==> src/rtl/mmio_timer_if.sv <==
// Data-memory bus bundle shared by the core's load/store unit and its responders.
// The master modport drives the request; the slave modport returns read data.
interface mmio_timer_if;
    logic [31:0] addr;
    logic [31:0] write_data;
    logic [3:0]  mask;
    logic        rd_en;
    logic        wr_en;
    logic        cs;
    logic [31:0] read_data;

    modport master (
        output addr, write_data, mask, rd_en, wr_en, cs,
        input  read_data
    );

    modport slave (
        input  addr, write_data, mask, rd_en, wr_en, cs,
        output read_data
    );
endinterface

==> src/rtl/mmio_timer.sv <==
// Memory-mapped prescaled 32-bit timer with compare match, sticky flag and level irq.
// Reads are combinational; writes and counting commit on the rising clock edge.
module mmio_timer #(
    parameter logic [31:0] BASE_ADDR = 32'h0000_1000,
    parameter int          PRESC_W   = 16
) (
    input  logic         clk,
    input  logic         reset,
    mmio_timer_if.slave  bus,
    output logic         irq
);

    localparam logic [1:0] OFF_CTRL    = 2'd0;
    localparam logic [1:0] OFF_PRESC   = 2'd1;
    localparam logic [1:0] OFF_COUNT   = 2'd2;
    localparam logic [1:0] OFF_COMPARE = 2'd3;

    function automatic logic [31:0] merge_lanes(
        input logic [31:0] old_val,
        input logic [31:0] new_val,
        input logic [3:0]  lanes
    );
        logic [31:0] result;
        for (int i = 0; i < 4; i++) begin
            result[8*i +: 8] = lanes[i] ? new_val[8*i +: 8] : old_val[8*i +: 8];
        end
        return result;
    endfunction

    logic               en_q, auto_reload_q, irq_en_q, flag_q;
    logic [PRESC_W-1:0] presc_q, pcnt_q;
    logic [31:0]        count_q, compare_q;

    logic               en_d, auto_reload_d, irq_en_d, flag_d;
    logic [PRESC_W-1:0] presc_d, pcnt_d;
    logic [31:0]        count_d, compare_d;

    logic       hit, wr_hit;
    logic       wr_ctrl, wr_presc, wr_count, wr_compare;
    logic       tick, match, w1c;
    logic [1:0] sel;

    assign hit        = bus.cs && (bus.addr[31:4] == BASE_ADDR[31:4]);
    assign sel        = bus.addr[3:2];
    assign wr_hit     = hit && bus.wr_en;
    assign wr_ctrl    = wr_hit && (sel == OFF_CTRL);
    assign wr_presc   = wr_hit && (sel == OFF_PRESC);
    assign wr_count   = wr_hit && (sel == OFF_COUNT);
    assign wr_compare = wr_hit && (sel == OFF_COMPARE);

    // A PRESC write restarts the period, so it suppresses the tick of that cycle.
    assign tick  = en_q && !wr_presc && (pcnt_q == presc_q);
    assign match = (count_q == compare_q);
    assign w1c   = wr_ctrl && bus.mask[1] && bus.write_data[8];

    always_comb begin
        en_d          = en_q;
        auto_reload_d = auto_reload_q;
        irq_en_d      = irq_en_q;
        presc_d       = presc_q;
        pcnt_d        = pcnt_q;
        compare_d     = compare_q;
        count_d       = count_q;

        if (wr_presc) begin
            pcnt_d = '0;
        end else if (en_q) begin
            pcnt_d = (pcnt_q == presc_q) ? '0 : pcnt_q + PRESC_W'(1);
        end

        if (tick) begin
            count_d = (match && auto_reload_q) ? 32'd0 : count_q + 32'd1;
        end
        // Unwritten lanes of a COUNT store keep the tick result of this cycle.
        if (wr_count) begin
            count_d = merge_lanes(count_d, bus.write_data, bus.mask);
        end

        if (wr_compare) begin
            compare_d = merge_lanes(compare_q, bus.write_data, bus.mask);
        end

        if (wr_presc) begin
            for (int i = 0; i < PRESC_W; i++) begin
                if (bus.mask[i/8]) presc_d[i] = bus.write_data[i];
            end
        end

        if (wr_ctrl && bus.mask[0]) begin
            en_d          = bus.write_data[0];
            auto_reload_d = bus.write_data[1];
            irq_en_d      = bus.write_data[2];
        end

        flag_d = (flag_q && !w1c) || (tick && match);
    end

    always_ff @(posedge clk) begin
        if (reset) begin
            en_q          <= 1'b0;
            auto_reload_q <= 1'b0;
            irq_en_q      <= 1'b0;
            flag_q        <= 1'b0;
            presc_q       <= '0;
            pcnt_q        <= '0;
            count_q       <= 32'd0;
            compare_q     <= 32'hFFFF_FFFF;
        end else begin
            en_q          <= en_d;
            auto_reload_q <= auto_reload_d;
            irq_en_q      <= irq_en_d;
            flag_q        <= flag_d;
            presc_q       <= presc_d;
            pcnt_q        <= pcnt_d;
            count_q       <= count_d;
            compare_q     <= compare_d;
        end
    end

    always_comb begin
        bus.read_data = 32'd0;
        if (hit && bus.rd_en) begin
            case (sel)
                OFF_CTRL:    bus.read_data = {23'd0, flag_q, 5'd0, irq_en_q, auto_reload_q, en_q};
                OFF_PRESC:   bus.read_data[PRESC_W-1:0] = presc_q;
                OFF_COUNT:   bus.read_data = count_q;
                default:     bus.read_data = compare_q;
            endcase
        end
    end

    assign irq = flag_q && irq_en_q;

endmodule

==> src/flat_wrapper.sv <==
// flat-port wrapper written by rule: the top's interface ports become plain ports
module mmio_timer_flat 
#(
    parameter logic [31:0] BASE_ADDR = 32'h0000_1000,
    parameter int          PRESC_W   = 16
)
  (clk, reset, irq, bus_addr, bus_write_data, bus_mask, bus_rd_en, bus_wr_en, bus_cs, bus_read_data);
  mmio_timer_if bus_i ();
  input  logic clk;
  input  logic reset;
  output logic irq;
  input wire logic [$bits(bus_i.addr)-1:0] bus_addr;
  input wire logic [$bits(bus_i.write_data)-1:0] bus_write_data;
  input wire logic [$bits(bus_i.mask)-1:0] bus_mask;
  input wire logic [$bits(bus_i.rd_en)-1:0] bus_rd_en;
  input wire logic [$bits(bus_i.wr_en)-1:0] bus_wr_en;
  input wire logic [$bits(bus_i.cs)-1:0] bus_cs;
  output wire logic [$bits(bus_i.read_data)-1:0] bus_read_data;
  assign bus_i.addr = bus_addr;
  assign bus_i.write_data = bus_write_data;
  assign bus_i.mask = bus_mask;
  assign bus_i.rd_en = bus_rd_en;
  assign bus_i.wr_en = bus_wr_en;
  assign bus_i.cs = bus_cs;
  assign bus_read_data = bus_i.read_data;
  mmio_timer #(.BASE_ADDR(BASE_ADDR), .PRESC_W(PRESC_W)) u_core (.clk(clk), .reset(reset), .bus(bus_i), .irq(irq));
endmodule
==> config.mk <==
export PLATFORM = sky130hd
export DESIGN_NAME = mmio_timer_flat
export DESIGN_NICKNAME = d
export VERILOG_FILES = /design/src/rtl/mmio_timer_if.sv /design/src/rtl/mmio_timer.sv /design/src/flat_wrapper.sv
export SDC_FILE = /design/constraint.sdc
export NUM_CORES = 1
export LEC_CHECK = 0
export CORE_MARGIN = 4
export CORE_UTILIZATION = 53
export CTS_BUF_LIST = sky130_fd_sc_hd__clkbuf_16
export CTS_CLUSTER_SIZE = 8
export DETAILED_ROUTE_END_ITERATION = 10
export PLACE_DENSITY = 0.8
export SYNTH_ARGS = -nofsm -noshare
export SYNTH_HDL_FRONTEND = slang
export SYNTH_SLANG_ARGS = --single-unit
==> constraint.sdc <==
create_clock -name clk -period 3.3 [get_ports clk]
set_clock_uncertainty 0.2 [all_clocks]
set_input_delay 0.495 -clock clk [delete_from_list [all_inputs] [get_ports clk]]
set_output_delay 0.495 -clock clk [all_outputs]
set_load 0.005 [all_outputs]
==> flow_metrics.tcl <==
set metrics [dict create \
    first_pass_iters 6 \
    die_w_um 113.8 \
    yosysTopAreaCellShare_pct 33.75 \
    area_growth_pct 28.83 \
    rrSetupSlack_ns 0.43 \
    drv_cap 0 \
    p_per_area_nw_per_um2 331.4 \
    fp-row-count 38 \
    synthArstFlopShare_pct 0 \
    setup_viol 0 \
    critPathMaxStageDelay_ns 0.51 \
    dp_hpwl_um 13640 \
    path_cells "clkdlybuf4s50_1 -> nor4_4 -> and4_1 -> nand4_1 -> buf_6 -> nor2_1 -> clkdlybuf4s50_1" \
    synth-seq-area-share_pct 33.75 \
    postRouteAntennaNets 0 \
    wl_um 18130 \
    finalCritPeriodShare_pct 98.20 \
    finalWorstPathRequiredPeriod_ns 3.240 \
    vias_per_cell 6.161 \
    status "finished clean" \
    multiInputGateArea_um2 3779 \
    p_sw_uw 558.2 \
    layout.area.seq_um2 2002 \
    grt_max_degree 32 \
    worst-path-max-fanout 16 \
    cts.clk_slew.worst_paths_ns 0.07 \
    r2r_start "u_core.presc_q[4]" \
    grt_overflow 0 \
    syn_nets 800 \
    criticalPathCategory "in -> out" \
    final_nets 905 \
    clkPwrFrac_pct 44.3 \
    drtIter0Drc 676 \
    synth_top_cells_by_area "dfxtp_1 34%, xor2_1 8.1%, nor2_1 5.4%" \
    fin_cells 975 \
    clock_latency_ns 0.35 \
    n_antenna_cell 0 \
    crit_slowest_cell "clkdlybuf4s50_1" \
    portBuffers 103 \
    total_leakage_power_uw 0.003107 \
    syn_area_um2 5932 \
    holdCritPathClass "reg -> reg" \
    cts_tree "yes" \
    dieHeight_um 113.8 \
    min_to "u_core.presc_q[10]" \
    crit_top_cell "clkdlybuf4s50_1" \
    clockRootBuffer "clkbuf_16" \
    endpoint_kind "output pin" \
    hp-start "u_core.presc_q[10]" \
    vias 6007 \
    placedCellCount 958 \
    r2r_cells 7 \
    cp.required_ns 2.60 \
    fin_util_pct 70.19 \
    synth_edf_count 0 \
    clockBufferDepth 2 \
    die_area_um2 12950 \
    wl_per_cell_um 18.59 \
    reg2reg_to "u_core.count_q[14]" \
    antenna_found_initial 0 \
    synth_cell_type_count 48 \
    internal-power_uw 1974 \
    ys.flop_type "dfxtp_1" \
    ctsHoldBuffers 0 \
    syn_area_per_cell_um2 8.182 \
    relSlewSlack_pct 59.10 \
    fp.coreArea_um2 10890 \
    min_delay_path_depth 2 \
    ios 106 \
    p_sw_share_pct 22.04 \
    peakVddDrop_mv 0.2056 \
    p_comb_share_pct 8.1 \
    grt_pass1_wl_um 29300 \
    gp_congestion 0.9118 \
    h-tree-depth 3 \
    initial_utilization_pct 54.48 \
    synth_area_leader_cell "dfxtp_1" \
    max_freq_ghz 0.3086 \
    drc 0 \
    startpoint_type "input pin" \
    synth-seq-cells 100 \
    seqPwrFrac_pct 47.6 \
    cp.arrival_ns 2.55 \
    hold_viol_final 0 \
    grt_pass1_vias 5930 \
    tightest_slew_ns 0.6135 \
    fillers 872 \
    clkSinkCount 100 \
    yosys_warnings 0 \
    numCtsBuffers 9 \
    maxSlewViolCount 0 \
    syn_inst 725 \
    drive_gt1_share_pct 9.341 \
    grt_use_total_pct 28.04 \
]
[flip-flops by register name (all words and copies together), names as in the netlist]
name / flops
u_core.presc_q: 16
u_core.flag_q: 1
u_core.en_q: 1
u_core.auto_reload_q: 1
u_core.count_q: 32
u_core.irq_en_q: 1
u_core.compare_q: 32
u_core.pcnt_q: 16
[per-stage QoR]
stage          total power, uW  hold slack (ns)  area, um^2   TNS, ns  setup WS, ns
2_1_floorplan             1302           0.2436        5932         0        0.5836
3_3_place_gp              1428           0.2731        7208   -0.1343      -0.03056
3_5_place_dp              1431           0.2780        7208   -0.9360      -0.07739
4_1_cts                   2530           0.2837        7536         0     0.0003495
5_1_grt                   2602           0.3055        7642  -0.08147      -0.02560
6_report                  2533           0.2848        7642         0       0.05951
[worst max-delay path, delay by kind of cell]
| kind | cells | cell delay [ns] |
|---|---|---|
| buffers and inverters | 3 | 1.22 |
| and+or+nand+nor | 4 | 0.82 |
[cells in the final DEF, fill, tap and decap left out, drive strengths merged, types with 3 or more instances in the layout]
cell type | netlist | routed
a211o | 33 | 33
a211oi | 10 | 10
a21o | 4 | 4
a21oi | 30 | 30
a22oi | 13 | 13
a31oi | 11 | 11
and2 | 12 | 12
and3 | 11 | 11
and4 | 5 | 5
buf | 8 | 32
clkbuf | 31 | 9
clkdlybuf4s50 | 0 | 73
dfxtp | 100 | 100
dlymetal6s2s | 0 | 28
inv | 12 | 14
mux2 | 11 | 11
mux2i | 19 | 19
mux4 | 4 | 4
nand2 | 70 | 70
nand2b | 4 | 4
nand3 | 15 | 15
nand4 | 15 | 15
nor2 | 86 | 86
nor2b | 39 | 39
nor3 | 23 | 23
nor4 | 24 | 24
nor4b | 3 | 3
o21ai | 23 | 23
o21bai | 5 | 5
o2bb2ai | 7 | 7
or3 | 6 | 6
xnor2 | 21 | 21
xor2 | 55 | 55
[logic make-up after synthesis]
kind of cell	share of synthesized area (%)
multiplexers	6.813
AND/OR/NAND/NOR	27.91
adder cells (fa/ha/maj)	0.4218
AO/OA/AOI/OAI	16.52
flip-flops	33.75
buffers and inverters	3.375
XOR/XNOR	11.22
[routing by layer]
metal  vias to the layer above  global-route usage, %  part of all wire [%]
met2                       282                  46.05                    47
met1                      2875                  36.48                    42
met3                        59                  4.828                   7.6
met5                         -                      0                     0
met4                         0                  11.88                   3.8
li1                       2791                      -                     -
[cells in the mapped netlist, types with 10 or more instances]
master / n
dfxtp_1: 100
nor2_1: 85
nand2_1: 70
xor2_1: 55
nor2b_1: 39
a211o_1: 33
clkbuf_1: 31
a21oi_1: 30
nor3_1: 23
o21ai_0: 21
xnor2_1: 21
mux2i_1: 19
nor4_1: 17
nand3_1: 15
nand4_1: 14
a22oi_1: 13
inv_1: 12
a31oi_1: 11
and3_1: 11
mux2_2: 11
a211oi_1: 10
[area by class of cell]
class	count	area share (%)
clock buffer	9	2.947
inverter	12	0.5894
clock inverter	7	1.097
multi-input combinational	574	49.44
sequential	100	26.20
timing repair buffer	133	17.44
tap	140	2.292
[power groups by stage]
stage                     Sequential [uW]  Clock, uW  Combinational, uW
final                                1210       1120                205
after global routing                 1210       1180                217
after CTS                            1210       1120                200
after detailed placement             1230          0                197
after global placement               1230          0                194
after floorplan                      1230          0               68.6
[what timing repair did]
action | in CTS | in global routing
setup buffers | 0 | 1
resized for setup | 3 | 35
pin swaps | 1 | 3
hold endpoints to repair | 0 | 0
endpoints found under the setup margin | 24 | 32
[worst max path at each step]
| stage | depth (start not counted) | endpoint | slack, ns | from |
|---|---|---|---|---|
| 2_1_floorplan | 5 | bus_read_data[21] | 0.58 | bus_addr[2] |
| 3_3_place_gp | 9 | bus_read_data[16] | -0.03 | bus_addr[20] |
| 3_5_place_dp | 9 | bus_read_data[16] | -0.08 | bus_addr[8] |
| 4_1_cts | 9 | bus_read_data[16] | 0.0003 | bus_addr[11] |
| 5_1_grt | 7 | bus_read_data[7] | -0.03 | bus_addr[8] |
| 6_report | 7 | bus_read_data[9] | 0.06 | bus_addr[8] |
(Power assumes the default switching activity.)
